<file path="config.mk">
export PLATFORM = sky130hd
export DESIGN_NAME = fetch_pcgen
export DESIGN_NICKNAME = d
export VERILOG_FILES = /design/src/rtl/fetch_pcgen.sv
export SDC_FILE = /design/constraint.sdc
export NUM_CORES = 1
export LEC_CHECK = 0
export CORE_ASPECT_RATIO = 1.4
export CORE_UTILIZATION = 30
export CTS_CLUSTER_DIAMETER = 40
export CTS_CLUSTER_SIZE = 24
export DETAILED_ROUTE_END_ITERATION = 7
export HOLD_SLACK_MARGIN = 0.03
export PLACE_DENSITY = 0.64
export SLEW_MARGIN = 5
export SYNTH_ARGS = -nofsm -noshare
export SYNTH_HDL_FRONTEND = slang
export SYNTH_SLANG_ARGS = --single-unit
</file>
<file path="constraint.sdc">
create_clock -name clk -period 3.1 [get_ports clk]
set_clock_uncertainty 0.15 [all_clocks]
set_input_delay 0.62 -clock clk [delete_from_list [all_inputs] [get_ports clk]]
set_output_delay 0.62 -clock clk [all_outputs]
set_load 0.05 [all_outputs]
</file>
<file path="src/rtl/fetch_pcgen.sv">
// Fetch-stage PC generator and single-entry instruction buffer toward decode.
// Latency: response accepted at cycle N is presented to decode at N+1; one instruction per 2 cycles at best.
// Backpressure: the buffer holds f_* stable while d_ready=0; no new request is issued until decode takes it.
//
// Ports:
//   clk, resetn                    - clock (rising edge), asynchronous active-low reset
//   redirect_valid, redirect_pc    - taken branch/jump target from decode
//   ireq_valid, ireq_addr          - instruction bus request (one outstanding, never withdrawn)
//   iresp_data_ok, iresp_data      - instruction bus response (single-cycle pulse)
//   f_valid, f_pc, f_instr         - buffered instruction toward decode
//   d_ready                        - decode accepts f_* this cycle
module fetch_pcgen #(
  parameter logic [63:0] PCINIT      = 64'h0000_0000_8000_0000,
  parameter int          INSTR_BYTES = 4
) (
  input  logic        clk,
  input  logic        resetn,
  input  logic        redirect_valid,
  input  logic [63:0] redirect_pc,
  output logic        ireq_valid,
  output logic [63:0] ireq_addr,
  input  logic        iresp_data_ok,
  input  logic [31:0] iresp_data,
  output logic        f_valid,
  output logic [63:0] f_pc,
  output logic [31:0] f_instr,
  input  logic        d_ready
);

  typedef enum logic [1:0] {
    BOOT    = 2'd0,
    FETCH   = 2'd1,
    HOLD    = 2'd2,
    DISCARD = 2'd3
  } state_t;

  state_t      r_state;
  logic [63:0] r_pc;
  logic [63:0] r_tgt;
  logic [63:0] r_f_pc;
  logic [31:0] r_f_instr;

  state_t      w_state_nxt;
  logic [63:0] w_pc_nxt;
  logic [63:0] w_tgt_nxt;
  logic [63:0] w_f_pc_nxt;
  logic [31:0] w_f_instr_nxt;

  always_ff @(posedge clk or negedge resetn) begin
    if (!resetn) begin
      r_state   <= BOOT;
      r_pc      <= PCINIT;
      r_tgt     <= 64'd0;
      r_f_pc    <= 64'd0;
      r_f_instr <= 32'd0;
    end else begin
      r_state   <= w_state_nxt;
      r_pc      <= w_pc_nxt;
      r_tgt     <= w_tgt_nxt;
      r_f_pc    <= w_f_pc_nxt;
      r_f_instr <= w_f_instr_nxt;
    end
  end

  always_comb begin
    w_state_nxt   = r_state;
    w_pc_nxt      = r_pc;
    w_tgt_nxt     = r_tgt;
    w_f_pc_nxt    = r_f_pc;
    w_f_instr_nxt = r_f_instr;
    case (r_state)
      BOOT: begin
        // The bus response is deliberately not sampled here, so a reply to a
        // request that was cut off by reset can never reach decode.
        if (redirect_valid) w_pc_nxt = redirect_pc;
        w_state_nxt = FETCH;
      end
      FETCH: begin
        if (iresp_data_ok && redirect_valid) begin
          // Response belongs to the wrong path; re-issue at the target.
          w_pc_nxt = redirect_pc;
        end else if (iresp_data_ok) begin
          w_f_pc_nxt    = r_pc;
          w_f_instr_nxt = iresp_data;
          w_state_nxt   = HOLD;
        end else if (redirect_valid) begin
          // Request cannot be withdrawn: park the target until the bus answers.
          w_tgt_nxt   = redirect_pc;
          w_state_nxt = DISCARD;
        end
      end
      DISCARD: begin
        if (iresp_data_ok) begin
          w_pc_nxt    = redirect_valid ? redirect_pc : r_tgt;
          w_state_nxt = FETCH;
        end else if (redirect_valid) begin
          w_tgt_nxt = redirect_pc;
        end
      end
      HOLD: begin
        // Redirect wins over d_ready: decode never consumes in a redirect cycle.
        if (redirect_valid) begin
          w_pc_nxt    = redirect_pc;
          w_state_nxt = FETCH;
        end else if (d_ready) begin
          w_pc_nxt    = r_f_pc + 64'(INSTR_BYTES);
          w_state_nxt = FETCH;
        end
      end
      default: w_state_nxt = BOOT;
    endcase
  end

  assign ireq_valid = (r_state == FETCH);
  assign ireq_addr  = r_pc;
  assign f_valid    = (r_state == HOLD);
  assign f_pc       = r_f_pc;
  assign f_instr    = r_f_instr;

endmodule

</file>
==> results_dict.tcl <==
set metrics [dict create \
    status "finished clean" \
    layout_commonest_cell "clkdlybuf4s50_1" \
    critPathCaptureType "output port" \
    synth.cell_area_um2 11200 \
    startpoint_type "flop" \
    fmax_mhz 337 \
    routed_via_density 5.30 \
    grt_pass1_vias 10100 \
    gr-usage-all-layers_pct 20.1 \
    placementRows 83 \
    drc 0 \
    placedCellCount 1735 \
    required_ps 2330 \
    layout_common_cells "clkdlybuf4s50_1 (258), dfrtp_1 (224), mux2_2 (152), nand2_1 (79), o21ai_0 (77)" \
    synth.top_cell.area_share_pct 50.5 \
    crit_slowest_cell "dfrtp_1" \
    syn_area_per_cell_um2 10.8 \
    maxSlewViolCount 0 \
    use_met2_pct 33.8 \
    htree_levels 1 \
    fin_total_pwr_mw 15.4 \
    worstPathArrival_ps 2190 \
    hpwlAfterDp_um 26700 \
    port_buffers 262 \
    cts_root_buf "clkbuf_16" \
    final_hold_viol_count 0 \
    first_pass_iters 5 \
    ys_warn_count 0 \
    io_pins 263 \
    grt-busiest-layer "met2" \
    place_congestion 0.813 \
    synth-async-reset-ratio_pct 100 \
    maxSlewHeadroom_pct 59.2 \
    antenna_found_initial 3 \
    syn_inst 1031 \
    ys_types 56 \
    yosys-top-cells-area "dfrtp_1 (50%), mux2_2 (15%), o21ai_0 (3.5%)" \
    place_ws_ps 230 \
    p_per_area_nw_per_um2 980 \
    path_class "flop to output port" \
    crit_fanout 13 \
    clock_latency_ps 560 \
    max-vdd-ir-drop_v 0.000557 \
    worst_slack_ps 136 \
    cts_sinks 226 \
    start_util_pct 30.4 \
    grtUsageMet1_pct 24.0 \
    ant_nets 0 \
    cts_tree "built" \
    worst_pin_slew_ps 610 \
    rsz0062_at_grt "no" \
    hold_ws_ps 350 \
    finalSetupTns_ps 0 \
    cap_violations 0 \
    grt_overflow 0 \
    post_drt_wl_per_cell_um 21.1 \
    ys_ff_latch 226 \
    fin_nets 1404 \
    period_needed_ps 2960 \
    max_stage_delay_ps 610 \
    core-area_um2 36700 \
    grt_pass1_wl_um 58700 \
    finalSetupViolCount 0 \
    p_leak_nw 6.23 \
    hold_path.class "flop to flop" \
    die_y_um 230 \
    synth.largest_area_cell "dfrtp_1" \
    cts_buffers 31 \
    fp.dieW_um 165 \
    fin_cells 1796 \
    synth_nets 1133 \
    grt_max_degree 88 \
    drtIter0Drc 721 \
    clkSlewWorstSetupHoldPaths_ps 50 \
    yosys_most_used_dff "dfrtp_1" \
    clockBufferDepth 3 \
    synth_edf_count 0 \
    area_growth_pct 41.0 \
    post_cts_buffers 0 \
    post-route-period-util_pct 95.6 \
    gr-usage-met3_pct 4.94 \
    ys_seq_area_share_pct 50.7 \
    drive_above_1_share_pct 20.7 \
    vias 9526 \
    crit_chain "inv_1, nor2_1, buf_12" \
    die_area_um2 38000 \
    routed_wl_um 37900 \
]
[cell families after synthesis]
family	count (synthesis)	share of synthesized area [%]
AO/OA/AOI/OAI	225	12.9
AND/OR/NAND/NOR	288	13.3
multiplexers	159	16.0
XOR/XNOR	54	4.24
adder cells (fa/ha/maj)	1	0.112
flip-flops	226	50.7
buffers and inverters	78	2.68
[worst max-delay path, delay by kind of cell, from the launching register on]
| kind | cells | cell delay (ps) |
|---|---|---|
| buffers and inverters | 2 | 560 |
| and+or+nand+nor | 1 | 470 |
| DFF | 1 | 610 |
[routing by layer]
layer | up-vias | routed length, µm
li1 | 4329 | -
met1 | 4765 | 14700
met4 | 0 | 1500
met2 | 347 | 18900
met5 | - | 0
met3 | 85 | 2920
[report_power, final]
group	switching, mW	leakage [nW]	total (mW)	internal (mW)
combinational	4.17	3.01	6.62	2.46
sequential	1.09	2.69	4.94	3.85
clock	1.41	0.538	3.84	2.44
[worst paths after layout]
| path | start | endpoint | slack [ps] | depth (start not counted) |
|---|---|---|---|---|
| max | r_state[1] | f_valid | 140 | 3 |
| min | r_tgt[37] | r_tgt[37] | 350 | 1 |
| max reg2reg | f_pc[2] | ireq_addr[54] | 410 | 7 |
| min reg2reg | r_tgt[37] | r_tgt[37] | 350 | 1 |
| max in group asynchronous | resetn | f_pc[43] | 1490 | 3 |
| min in group asynchronous | resetn | f_instr[4] | 440 | 2 |
[cells in the mapped netlist (22+ instances only)]
| library cell | number |
|---|---|
| dfrtp_1 | 225 |
| mux2_2 | 152 |
| nand2_1 | 80 |
| o21ai_0 | 77 |
| nor2_1 | 62 |
| clkbuf_1 | 57 |
| a21oi_1 | 47 |
| nand3_1 | 44 |
| xnor2_1 | 34 |
| nor3_1 | 25 |
| a221oi_1 | 24 |
| a22o_1 | 22 |
[registers in the layout, summed over array words and instances (netlist names)]
register,flops
f_pc,64
ireq_addr,64
r_tgt,64
f_instr,32
r_state,2
[through the flow]
| step | instance area, µm² | util [%] |
|---|---|---|
| after global placement | 14600 | 39.8 |
| after detailed placement | 14600 | 39.8 |
| final | 15700 | 42.9 |
| after CTS | 15700 | 42.9 |
| after global routing | 15700 | 42.9 |
| after floorplan | 11200 | - |
[layout make-up]
cell class,instances,area [µm²]
fill,3433,20900
antenna,3,7.51
clock inverter,19,278
tap,467,584
timing repair buffer,305,3080
sequential,226,5660
inverter,11,41.3
clock buffer,38,842
multi-input combinational,727,5230
[timing repair]
action	CTS	global route
hold buffers	1	0
resized for setup	0	0
hold endpoints to repair	63	0
Power figures use the tool's default switching activity.
